<file path="src/rtl/wmul_pkg.sv">
// wmul_pkg: shared width, FSM state type and round-robin pick for wallace_mul_arbiter
package wmul_pkg;
   localparam int WMUL_WIDTH = 8;
   typedef enum logic [1:0] {S_IDLE, S_MUL, S_RESP} wmul_state_t;
   // first valid index at or after (last+1) mod n; lower k wins, so scan k downward
   function automatic logic [2:0] rr_pick(input logic [7:0] valid, input logic [2:0] last, input int n);
      logic [2:0] g;
      logic [2:0] idx;
      g = '0;
      for (int k = n; k >= 1; k--) begin
         idx = 3'((int'(last) + k) % n);
         if (valid[idx]) g = idx;
      end
      return g;
   endfunction
endpackage

</file>
<file path="src/rtl/wallace_multiplier_top.sv">
// wallace_multiplier_top: combinational signed 8x8 multiplier, partial products reduced by a 3:2 carry-save tree
module wallace_multiplier_top (
   input  logic signed [7:0]  A,
   input  logic signed [7:0]  B,
   output logic signed [15:0] PRODUCT
);
   logic [15:0] a_ext;
   logic [15:0] pp [8];
   logic [31:0] l1a, l1b, l2a, l2b, l3, l4;
   function automatic logic [31:0] csa(input logic [15:0] x, input logic [15:0] y, input logic [15:0] z);
      logic [15:0] c;
      c = ((x & y) | (x & z) | (y & z)) << 1;
      return {c, x ^ y ^ z};
   endfunction
   assign a_ext = {{8{A[7]}}, A};
   // B's msb carries weight -128, so its row is subtracted
   always_comb begin
      for (int i = 0; i < 7; i++) pp[i] = B[i] ? a_ext << i : '0;
      pp[7] = B[7] ? -(a_ext << 7) : '0;
   end
   assign l1a = csa(pp[0], pp[1], pp[2]);
   assign l1b = csa(pp[3], pp[4], pp[5]);
   assign l2a = csa(l1a[15:0], l1a[31:16], l1b[15:0]);
   assign l2b = csa(l1b[31:16], pp[6], pp[7]);
   assign l3  = csa(l2a[15:0], l2a[31:16], l2b[15:0]);
   assign l4  = csa(l3[15:0], l3[31:16], l2b[31:16]);
   assign PRODUCT = l4[15:0] + l4[31:16];
endmodule

</file>
<file path="src/rtl/wallace_mul_arbiter.sv">
// wallace_mul_arbiter: round-robin sharing of one Wallace multiplier among NUM_REQ requesters
// optional WMUL_PERF_EN adds a 16-bit completed-op counter port perf_cnt
module wallace_mul_arbiter
   import wmul_pkg::*;
#(
   parameter int NUM_REQ = 4,
   parameter int WIDTH   = WMUL_WIDTH,
   parameter int IDW     = $clog2(NUM_REQ)
) (
   input  logic                       clk,
   input  logic                       rst,
   input  logic [NUM_REQ-1:0]         req_valid,
   output logic [NUM_REQ-1:0]         req_ready,
   input  logic [NUM_REQ*WIDTH-1:0]   req_a,
   input  logic [NUM_REQ*WIDTH-1:0]   req_b,
   output logic                       rsp_valid,
   input  logic                       rsp_ready,
   output logic [IDW-1:0]             rsp_id,
   output logic [2*WIDTH-1:0]         rsp_product,
   output logic                       busy
`ifdef WMUL_PERF_EN
   ,output logic [15:0]               perf_cnt
`endif
);
   wmul_state_t state, state_nxt;
   logic [IDW-1:0] last_grant, grant, id_q;
   logic [WIDTH-1:0] a_q, b_q;
   logic [2*WIDTH-1:0] prod, prod_q;
   logic acc, done;
   assign grant = IDW'(rr_pick(8'(req_valid), 3'(last_grant), NUM_REQ));
   assign acc = (state == S_IDLE) && |req_valid;
   assign done = (state == S_RESP) && rsp_ready;
   wallace_multiplier_top u_mul (.A(a_q), .B(b_q), .PRODUCT(prod));
   always_ff @(posedge clk) begin
      if (rst) state <= S_IDLE;
      else state <= state_nxt;
   end
   always_comb begin
      state_nxt = (state == S_IDLE) ? (acc ? S_MUL : S_IDLE) :
                  (state == S_MUL)  ? S_RESP :
                  (done ? S_IDLE : S_RESP);
   end
   always_comb begin
      req_ready = acc ? NUM_REQ'(1) << grant : '0;
      rsp_valid = state == S_RESP;
      busy = state != S_IDLE;
   end
   assign rsp_id = id_q;
   assign rsp_product = prod_q;
   always_ff @(posedge clk) begin
      if (rst) begin
         last_grant <= IDW'(NUM_REQ - 1);
         id_q <= '0;
         a_q <= '0;
         b_q <= '0;
         prod_q <= '0;
      end else begin
         if (acc) begin
            a_q <= req_a[grant*WIDTH +: WIDTH];
            b_q <= req_b[grant*WIDTH +: WIDTH];
            id_q <= grant;
            last_grant <= grant;
         end
         if (state == S_MUL) prod_q <= prod;
      end
   end
`ifdef WMUL_PERF_EN
   always_ff @(posedge clk) begin
      if (rst) perf_cnt <= '0;
      else if (done) perf_cnt <= perf_cnt + 16'd1;
   end
`endif
endmodule

</file>
<file path="config.mk">
export PLATFORM = sky130hd
export DESIGN_NAME = wallace_mul_arbiter
export DESIGN_NICKNAME = d
export VERILOG_FILES = /design/src/rtl/wmul_pkg.sv /design/src/rtl/wallace_multiplier_top.sv /design/src/rtl/wallace_mul_arbiter.sv
export SDC_FILE = /design/constraint.sdc
export NUM_CORES = 1
export LEC_CHECK = 0
export ABC_AREA = 1
export CELL_PAD_IN_SITES_DETAIL_PLACEMENT = 1
export CELL_PAD_IN_SITES_GLOBAL_PLACEMENT = 1
export CORE_MARGIN = 5
export CORE_UTILIZATION = 38
export CTS_BUF_LIST = sky130_fd_sc_hd__clkbuf_8
export DETAILED_ROUTE_END_ITERATION = 16
export PLACE_DENSITY = 0.81
export SKIP_LAST_GASP = 1
export SLEW_MARGIN = 40
export SYNTH_ARGS = -nofsm -noshare
export SYNTH_HDL_FRONTEND = slang
export SYNTH_SLANG_ARGS = --single-unit
</file>
<file path="constraint.sdc">
create_clock -name clk -period 4.8 [get_ports clk]
set_input_delay 1.2 -clock clk [delete_from_list [all_inputs] [get_ports clk]]
set_output_delay 1.2 -clock clk [all_outputs]
set_load 0.005 [all_outputs]
</file>
==> flow_summary.json <==
{
  "synth_xor_area_share_pct": 1.79,
  "first_global_vias": 5224,
  "placed_instances": 1000,
  "post_synth_fa_ha_maj_area_fraction_pct": 27.3,
  "combined_area_of_all_synthesized_cells_sq_mm": 0.00489,
  "clock_pin_slew_reported_for_the_worst_setup_and_hold_paths_after_clock_tree_synthesis_ns": 0.09,
  "num-nets-final": 981,
  "fp.dieW_microns": 123,
  "cts_hold_buf": 0,
  "worst_path_largest_cell_delay_ns": 0.57,
  "p_comb_share_pct": 75.4,
  "setup_fix_buffers_added_after_clock_tree_synthesis": 0,
  "cts_max_level": 2,
  "worstPathRequired_ns": 4.99,
  "die-area_sq_mm": 0.0152,
  "holdCritPathClass": "reg -> reg",
  "syn_avg_cell_area_sq_um": 6.39,
  "worst_pin_slew_ns": 0.437,
  "power.share.switching_pct": 54.1,
  "grt_start_max_net_pins": 33,
  "yosys.area_share.simple_pct": 29.3,
  "ys_warn_count": 0,
  "end_kind": "flop",
  "initial_utilization_pct": 38.7,
  "arrival_ns": 4.65,
  "least_setup_slack_across_all_paths_after_layout_ns": 0.346,
  "floorplan.core_area_sq_mm": 0.0126,
  "vias_per_cell": 4.69,
  "power_switching_mw": 1.79,
  "worst_hold_slack_ns": 0.477,
  "ys_types": 26,
  "setup_violations": 0,
  "achievable-frequency_mhz": 224,
  "placedInstanceArea_sq_mm": 0.00592,
  "cts_root_buffer": "clkbuf_8",
  "dieHeight_microns": 123,
  "global_route_usage_over_all_layers_pct": 19.1,
  "critical_path_peak_fanout": 9,
  "result_of_the_run": "finished, final reports clean",
  "seq_power_share_pct": 17.3,
  "wire_per_inst_microns": 13.8,
  "place_hpwl_microns": 11900,
  "final_core_utilization_pct": 47.7,
  "relSlewSlack_pct": 70.8,
  "antenna_cells": 0,
  "fin_area_sq_mm": 0.00602,
  "power_frac_clock_pct": 7.3,
  "final_critical_delay_including_setup_and_external_delays_ns": 4.45,
  "critPathSlowestCell": "fa_1",
  "post-place-ws_ns": 0.268,
  "syn_nets": 911,
  "nFillCells": 1722,
  "timing.setup.critical_path_class": "reg -> reg",
  "synth-seq-cells": 38,
  "grt_overflow_total": 0,
  "grt_setup_unrepaired": "false",
  "layout-drive-gt1-share_pct": 3.71,
  "post-layout-total-power_mw": 3.31,
  "grt_antenna_before_repair": 0,
  "worst-path-buf-inv": 4,
  "detailedRoute.firstIterationViolations": 163,
  "pwr_per_cell_area_mw_per_mm2": 550,
  "totalNegativeSetupSlack_ns": 0,
  "floorplan.rows": 41,
  "drc_errors": 0,
  "period_share_pct": 92.8,
  "kind_of_start_point_of_the_critical_path": "flop",
  "syn-instance-count": 765,
  "via_count_of_the_routed_design": 4729,
  "ioPinCount": 95,
  "synth_mux_area_share_pct": 0,
  "internal_power_mw": 1.52,
  "final-hold-violation-count": 0,
  "drtAntennaViolNets": 0,
  "largest_delay_contributor_family_on_the_critical_path": "adder cells",
  "report.final.slew_viol_count": 0,
  "globalplace.congestion": 0.861,
  "grt_pass1_wl_microns": 23600,
  "cts.repair.resized": 0,
  "yosysSeqAreaShare_pct": 15.6,
  "routed_wl_microns": 13900,
  "finClkSkew_ns": 0.0120,
  "cts_tree": "built",
  "area_delta_synth_final_pct": 23.0,
  "vdd_ir_drop_max_v": 0.000206,
  "synth_compound_area_share_pct": 5.45,
  "numPortBuffers": 94,
  "worstPathCellList": "nand2_1 > inv_1 > fa_1 > inv_1 > fa_1 > fa_1 > inv_1 > fa_1 > ha_1 > a21oi_1 > o21ai_0 > a21oi_1 > nor2_1 > nor2_1 > xor2_1 > o21ai_0 > inv_1",
  "clockBufferDepth": 2,
  "drv.max_cap_violation_count": 0,
  "power.leakage_nw": 3.43,
  "cts_inserted_buffers": 5,
  "clk_latency_ns": 0.31,
  "cts_sinks": 38,
  "synth_top_family_by_area": "simple AND/OR/NAND/NOR gates",
  "fin_cells": 1008,
  "drt-pass1-iter-count": 4
}
final cells by class:
cell class	count	area, sq um	area share (%)
well taps	172	215	3.58
repair buffers	102	1000	16.6
clock inverters	2	12.5	0.208
multi-input cells	472	3130	52.1
inverters	216	811	13.5
clock buffers	6	82.6	1.37
flip-flops and latches	38	762	12.7
synth_stat cells:
| library cell | number | share of area (%) |
|---|---|---|
| ha_1 | 22 | 5.6 |
| nand3_1 | 102 | 10 |
| o21ai_0 | 20 | 2.0 |
| clkbuf_1 | 25 | 1.9 |
| a31oi_1 | 2 | 0.26 |
| o211ai_1 | 4 | 0.61 |
| dfxtp_1 | 38 | 16 |
| a211oi_1 | 1 | 0.15 |
| buf_2 | 8 | 0.82 |
| buf_6 | 5 | 1.2 |
| buf_1 | 1 | 0.077 |
| a41oi_1 | 1 | 0.18 |
| fa_1 | 53 | 22 |
| nand2_1 | 161 | 12 |
| nand2_4 | 2 | 0.46 |
| inv_1 | 211 | 16 |
| nand2_2 | 4 | 0.51 |
| nor3_1 | 4 | 0.41 |
| o21bai_1 | 1 | 0.15 |
| a21oi_1 | 20 | 2.0 |
| xor2_1 | 5 | 0.90 |
| or2_2 | 1 | 0.13 |
| nor2_1 | 62 | 4.8 |
| nand4_1 | 2 | 0.26 |
| inv_2 | 5 | 0.38 |
| xnor2_1 | 5 | 0.90 |
per-layer routing:
metal | track usage, % | up-vias | share of wire (%)
met5 | 0 | - | 0
met4 | 3.39 | 0 | 1.3
met3 | 3.39 | 16 | 4.4
met2 | 35.3 | 111 | 50
met1 | 23.2 | 2227 | 44
li1 | - | 2375 | -
placed cells by master (no fill, tap or decap), types with 4 or more instances in the layout:
cell	n
inv_1	210
nand2_1	161
nand3_1	102
clkdlybuf4s50_1	94
nor2_1	62
fa_1	53
dfxtp_1	37
ha_1	22
o21ai_0	20
a21oi_1	20
buf_4	8
inv_2	6
clkbuf_8	6
xor2_1	5
xnor2_1	5
nand2_2	4
nor3_1	4
o211ai_1	4
worst min-delay path: cells and delay by family (launching register included):
kind               cells  cell delay [ns]
AOI/OAI and AO/OA      1             0.05
DFF                    1             0.32
and+or+nand+nor        1             0.06
power by group through the flow:
stage          combinational, mW  sequential (mW)  clock (mW)
6_report                    2.49            0.572       0.243
2_1_floorplan               2.00            0.444           0
3_3_place_gp                2.38            0.564           0
3_5_place_dp                2.51            0.577           0
5_1_grt                     2.86            0.589       0.262
4_1_cts                     2.53            0.570       0.258
registers in the layout, indices dropped and copies added, names as in the netlist:
name         count
b_q              8
a_q              8
rsp_product     16
last_grant       2
rsp_id           2
state            2
logic make-up after synthesis:
| family | after synthesis |
|---|---|
| xor+xnor | 10 |
| flops | 38 |
| fa+ha+maj | 75 |
| compound gates | 49 |
| simple gates | 338 |
| buf+inv | 255 |
worst paths after layout:
path	startpoint	endpoint	slack, ns	depth (start not counted)
worst max-delay path	b_q[0]	rsp_product[13]	0.35	17
worst min-delay path	rsp_id[1]	rsp_id[1]	0.48	2
worst max register to register	b_q[0]	rsp_product[13]	0.35	17
worst min register to register	rsp_id[1]	rsp_id[1]	0.48	2
(Power assumes the default switching activity.)
